File: config.mk
export PLATFORM = sky130hd
export DESIGN_NAME = mux_rr_pipe
export DESIGN_NICKNAME = d
export VERILOG_FILES = /design/src/rtl/mux_rr_pipe.sv
export SDC_FILE = /design/constraint.sdc
export NUM_CORES = 1
export LEC_CHECK = 0
export ABC_AREA = 1
export CAP_MARGIN = 20
export CORE_ASPECT_RATIO = 0.7
export CORE_UTILIZATION = 38
export CTS_BUF_LIST = sky130_fd_sc_hd__clkbuf_8
export CTS_CLUSTER_DIAMETER = 40
export DETAILED_ROUTE_END_ITERATION = 8
export PLACE_DENSITY = 0.83
export SLEW_MARGIN = 25
export SYNTH_ARGS = -nofsm -noshare
export SYNTH_HDL_FRONTEND = slang
export SYNTH_SLANG_ARGS = --single-unit
File: constraint.sdc
create_clock -name CLK -period 1.8 [get_ports CLK]
set_input_delay 0.18 -clock CLK [delete_from_list [all_inputs] [get_ports CLK]]
set_output_delay 0.18 -clock CLK [all_outputs]
set_load 0.05 [all_outputs]
File: src/rtl/mux_rr_pipe.sv
// mux_rr_pipe: registered NCH:1 mux, SEL or round-robin grant, valid/ready both sides; ports CLK RST IN_DATA IN_VALID IN_READY MODE SEL OUT_DATA OUT_VALID OUT_READY OUT_CH; MUX_RR_PIPE_CNT_EN adds XFER_CNT
module mux_rr_pipe #(
  parameter int WIDTH = 32,
  parameter int NCH   = 4,
  parameter int SELW  = 2
) (
  input  logic                 CLK,
  input  logic                 RST,
  input  logic [NCH*WIDTH-1:0] IN_DATA,
  input  logic [NCH-1:0]       IN_VALID,
  output logic [NCH-1:0]       IN_READY,
  input  logic                 MODE,
  input  logic [SELW-1:0]      SEL,
  output logic [WIDTH-1:0]     OUT_DATA,
  output logic                 OUT_VALID,
  input  logic                 OUT_READY,
  output logic [SELW-1:0]      OUT_CH
`ifdef MUX_RR_PIPE_CNT_EN
  ,
  output logic [15:0]          XFER_CNT
`endif
);
  logic [SELW-1:0]  ptr_q, ptr_d, out_ch_q, gnt;
  logic [WIDTH-1:0] out_data_q;
  logic             out_valid_q, gnt_v, load;
  always_comb begin
    gnt   = '0;
    gnt_v = 1'b0;
    if (!MODE) begin
      gnt   = SEL;
      gnt_v = (int'(SEL) < NCH) && IN_VALID[SEL];
    end else begin
      for (int i = NCH - 1; i >= 0; i--) begin
        if (IN_VALID[(int'(ptr_q) + i) % NCH]) begin
          gnt   = SELW'((int'(ptr_q) + i) % NCH);
          gnt_v = 1'b1;
        end
      end
    end
  end
  assign load     = gnt_v & (~out_valid_q | OUT_READY) & ~RST;
  assign IN_READY = load ? ({{(NCH-1){1'b0}}, 1'b1} << gnt) : '0;
  assign ptr_d    = (load && MODE) ? ((int'(gnt) == NCH - 1) ? '0 : gnt + 1'b1) : ptr_q;
  always_ff @(posedge CLK) begin
    if (RST) begin
      out_valid_q <= 1'b0;
      out_data_q  <= '0;
      out_ch_q    <= '0;
      ptr_q       <= '0;
    end else begin
      if (load) begin
        out_valid_q <= 1'b1;
        out_data_q  <= IN_DATA[int'(gnt)*WIDTH +: WIDTH];
        out_ch_q    <= gnt;
      end else if (OUT_READY) begin
        out_valid_q <= 1'b0;
      end
      ptr_q <= ptr_d;
    end
  end
  assign OUT_DATA  = out_data_q;
  assign OUT_VALID = out_valid_q;
  assign OUT_CH    = out_ch_q;
`ifdef MUX_RR_PIPE_CNT_EN
  logic [15:0] cnt_q;
  always_ff @(posedge CLK) begin
    if (RST) cnt_q <= '0;
    else if (out_valid_q && OUT_READY) cnt_q <= cnt_q + 16'd1;
  end
  assign XFER_CNT = cnt_q;
`endif
endmodule

# Word-level counts from Yosys, hierarchy flattened
# Index checks and enable logic that the tools add are counted.
# Widths: inputs -> output; s select.
[op_classes] n_reduce_logical=5 bitwise=8 magnitude_cmp=5 eq_ne=1 div_mod_pow=0 add_sub_neg=4 n_mul=0 muxes=27 n_shift=2
[op_table] operator="$shiftx 128x8->32" count=1
[op_table] operator="$mux 1" count=15
[op_table] operator="$lt 3x4->1 const B" count=3
[op_table] operator="$mux 2" count=6
[op_table] operator="$bmux 1 s2" count=5
[op_table] operator="$lt 2x3->1 const B" count=2
[op_table] operator="$reduce_or 2->1" count=3
[op_table] operator="$add 2x1->2 const B" count=2
[op_table] operator="$add 2x2->2 const B" count=2
[op_table] operator="$mux 4" count=1
[op_table] operator="$shl 1x2->4 const A" count=1
[op_table] operator="$and 1x1->1 const A" count=3
[op_table] operator="$and 1x1->1" count=2
[op_table] operator="$eq 2x1->1 const B" count=1
[op_table] operator="$not 1->1" count=2
[op_table] operator="$reduce_bool 2->1" count=1
[op_table] operator="$logic_and 1x1->1" count=1
[op_table] operator="$or 1x1->1" count=1
[word_totals] mem_count=0 mem_bits_ro=0 elab_cells=56 ramBits=0 latchBits=0 output_inout_bits=39 inputBits=138 regBits=37

# Longest topological paths before layout
[depth] ltp_word=14 ltp_mapped=16

# Least setup slack after synthesis
# Ideal clock, no wire load.
[synth_timing] path_type="register to output" startpoint="register ptr_q[0]" endpoint="output IN_READY[3]" setup_slack_ns=-0.677 t_required_ns=1.620 n_path_buf=2 path_stages_with_launch=12 arrival_ns=2.297 path_cell_list="dfxtp_1 > buf_4 > nand2_1 > nand3_2 > nand2_1 > nand3_2 > nand2_1 > nand2_1 > nand2_2 > nand2_4 > buf_2 > nor3_1"
[synth_between] elab_chain_cells=12
[synth_lines] item="start: declaration" line_no="23" source="logic [SELW-1:0] ptr_q, ptr_d, out_ch_q, gnt;"
[synth_lines] item="start signal: assignment" line_no="58" source="ptr_q <= ptr_d;"
[synth_lines] item="$add 2x2->2" line_no="34, 35"
[synth_lines] item="$bmux 1 s2" line_no="34" source="if (IN_VALID[(int'(ptr_q) + i) % NCH]) begin"
[synth_lines] item="$mux 1 (not written as such) (2 in a row)" line_no="34"
[synth_lines] item="$mux 1 (4 in a row)" line_no="34"
[synth_lines] item="$mux 1" line_no="29" source="if (!MODE) begin"
[synth_lines] item="$and 1x1->1 (2 in a row)" line_no="41" source="assign load = gnt_v & (~out_valid_q | OUT_READY) & ~RST;"
[synth_lines] item="$mux 4 (*)" line_no="42" source="assign IN_READY = load ? ({{(NCH-1){1'b0}}, 1'b1} << gnt) : '0;"
[synth_lines] item="end: declaration" line_no="11" source="output logic [NCH-1:0] IN_READY,"
# Every way passes the cells marked *; elsewhere a longest branch is shown, timed or not. The select of a mux whose other input is x is not followed.

# Worst setup path in the final report
[layout_timing] startpoint="register ptr_q[0]" endpoint="output IN_READY[1]"
# Same word-level chain as after synthesis.

==> flow_summary.ini <==
[status]
outcome = finished, violations left
failed_checks = negative setup slack

[die]
core.rowCount = 25
start_util_pct = 40.4
die_x_um = 105
die_h_um = 73.9
pin_count = 177
dieArea_um2 = 7730
core-area_um2 = 6940

[layout]
antenna_cells = 0
utilization_pct = 78.6
stdcell_area_um2 = 5460
finalNetCount = 846
areaGrowthSynthToFinish_pct = 94.7
fillers = 541
drive_above_1_share_pct = 14.1

[clock_network]
cts-hold-fix-buffers = 0
clk_pin_slew_ns = 0.09
clkSinkCount = 37
cts_made_buffers = 5
clk_latency_ns = 0.29
cts_buffer_depth = 2
tritoncts = built
root_buffer = clkbuf_8
htreeDepth = 2

[pwr]
switching_share_pct = 38.0
p_int_mw = 2.41
clockPowerShare_pct = 22.7
p_sw_mw = 1.48
power_leakage_nw = 2.46
irDropWorstVdd_mv = 0.559
power_density_nw_per_um2 = 712
p_comb_share_pct = 52.4
p_seq_share_pct = 24.9

[sta]
timing.final.hold_violations = 0
rsz0062_at_grt = yes
worst_slack_ns = -0.280
final-max-slew-violation-count = 0
fin_crit_sh_pct = 116
fmax_ghz = 0.481
relSlewSlack_pct = 63.0
min_period_ns = 2.08
tightestPinTransition_ns = 0.553
setup_violations = 38
fin_hold_ws_ns = 0.508
skew_ns = 0.0135

[critical_path]
required_ns = 1.62
r2r_slack_ns = -0.26
regToRegStartpoint = ptr_q[0]
critPathKind = reg2out
r2r_end = OUT_DATA[5]
worstSetupEndpointType = output port
cp-start-kind = flop
crit_fanout = 9
critPathArrivalTime_ns = 1.90
reg2regPathDepth = 14

[yosys]
yosysMostFrequentCell = nand2_1
syn_area_um2 = 2800
synth-edff-count = 0
synth_cell_types = 24
yosysTopAreaCell = dfxtp_1
synth.top_cells.by_count = 162 x nand2_1, 134 x nor2_1, 106 x nand3_1, 37 x dfxtp_1, 16 x buf_2
ys_ff_latch = 37
synthArstFlopShare_pct = 0
yosys_warnings = 0
synth_area_per_cell_um2 = 5.47
synthFlopType = dfxtp_1
synth_nets = 651
synthCells = 513
synth_area_leaders = dfxtp_1 26%, nand2_1 22%, nand3_1 19%, nor2_1 18%, buf_2 2.9%
synth_top_area_share_pct = 26.4
synth_seq_area_share_pct = 26.4

[worst_hold_path]
hold_depth = 2
hold_class = reg2reg
hp-start = OUT_VALID
min_to = OUT_VALID

[global_route]
grt_max_degree = 35
grt_remaining_overflow = 0
antenna_found_initial = 0
grt_pass1_vias = 3845
grt_first_pass_wirelength_mm = 18.2
track_usage_pct = 29.8

[route]
routed_wirelength_mm = 11.9
antenna_left = 0
num_vias = 4127
route.detailed.drc = 0
wl_per_cell_um = 14.8
routed_via_density = 5.14
dr.pass1.iters = 5
drt-initial-drc-count = 241

[flow_run]
cap_violations = 0

[place]
postPlaceCellArea_um2 = 4890
io_buffers = 176
place_congestion = 0.911
post-dp-hpwl_mm = 8.04
-- sequential cells by signal, summed over array words and instances (netlist names) --
register / flops
OUT_DATA: 32
OUT_CH: 2
OUT_VALID: 1
ptr_q: 2
-- worst max-delay path by stage --
stage | from | to | slack (ns) | depth (start not counted)
floorplan | ptr_q[0] | IN_READY[3] | 0.004 | 11
global placement | IN_VALID[3] | OUT_DATA[14] | -0.25 | 14
detailed placement | IN_VALID[3] | OUT_DATA[14] | -0.29 | 14
CTS | ptr_q[0] | IN_READY[3] | -0.26 | 13
global route | ptr_q[0] | OUT_DATA[4] | -0.38 | 16
finish | ptr_q[0] | IN_READY[1] | -0.28 | 13
-- repair_timing --
action,4_1_cts,5_1_grt
pin swaps,12,5
gates cloned,5,2
setup buffers,11,2
endpoints found under the setup margin,38,40
resized for setup,27,12
-- per-layer routing --
metal	GRT usage, %	vias up	share of wire [%]	wire length (µm)
li1	-	2019	-	-
met1	35.0	1856	40	4700
met2	55.2	222	48	5730
met3	7.10	30	9.9	1180
met4	7.98	0	2.2	255
met5	0	-	0	0
-- power by group through the flow --
stage	Combinational (mW)	Clock (mW)	Sequential [mW]
after floorplan	0.743	0	1.29
after global placement	1.76	0	0.981
after detailed placement	1.78	0	0.984
after CTS	1.95	0.899	0.965
after global routing	2.18	0.938	0.978
final	2.04	0.884	0.967
-- logic make-up after synthesis --
| family | Yosys count | synth area share [%] |
|---|---|---|
| AOI/OAI and AO/OA | 15 | 3.12 |
| buffers and inverters | 50 | 9.51 |
| DFF | 37 | 26.4 |
| and+or+nand+nor | 411 | 61.0 |
-- worst max-delay path, stage by stage (launching register included) --
cell and delay, ns:
dfxtp_2 0.35, buf_12 0.13, inv_8 0.05, nand2_2 0.08, nand3_2 0.09, nand2_1 0.09
nand3_2 0.08, nand2_1 0.06, nand2_1 0.06, nand2_2 0.09, nand2_4 0.10, buf_12 0.15
nor2_4 0.12, buf_12 0.14
-- layout make-up --
type | count | area [µm²] | area share [%]
Clock inverter | 3 | 68.8 | 1.26
Multi-Input combinational cell | 426 | 1950 | 35.8
Timing Repair Buffer | 223 | 2430 | 44.6
Inverter | 15 | 71.3 | 1.31
Sequential cell | 37 | 743 | 13.6
Clock buffer | 5 | 68.8 | 1.26
Tap cell | 94 | 118 | 2.15
-- cell usage in the layout, fill, tap and decap left out, drive strengths merged --
master / n
o211ai: 2
nor3: 1
nand4: 1
nand2: 166
o21a: 1
inv: 16
o21ai: 3
bufbuf: 2
clkbuf: 7
a21oi: 8
buf: 47
or2: 1
a31oi: 1
nor2: 134
dfxtp: 37
clkdlybuf4s50: 172
bufinv: 2
nand3: 108
-- per-stage QoR --
stage | TNS (ns) | worst slack [ns] | std cells | power (mW)
6_report | -7.78 | -0.280 | 803 | 3.89
5_1_grt | -12.52 | -0.383 | 803 | 4.09
4_1_cts | -6.70 | -0.261 | 799 | 3.82
3_5_place_dp | -8.92 | -0.293 | 775 | 2.76
3_3_place_gp | -7.15 | -0.248 | 775 | 2.74
2_1_floorplan | 0 | 0.00357 | 513 | 2.03
Note: power is estimated with default switching activity, not from simulation.
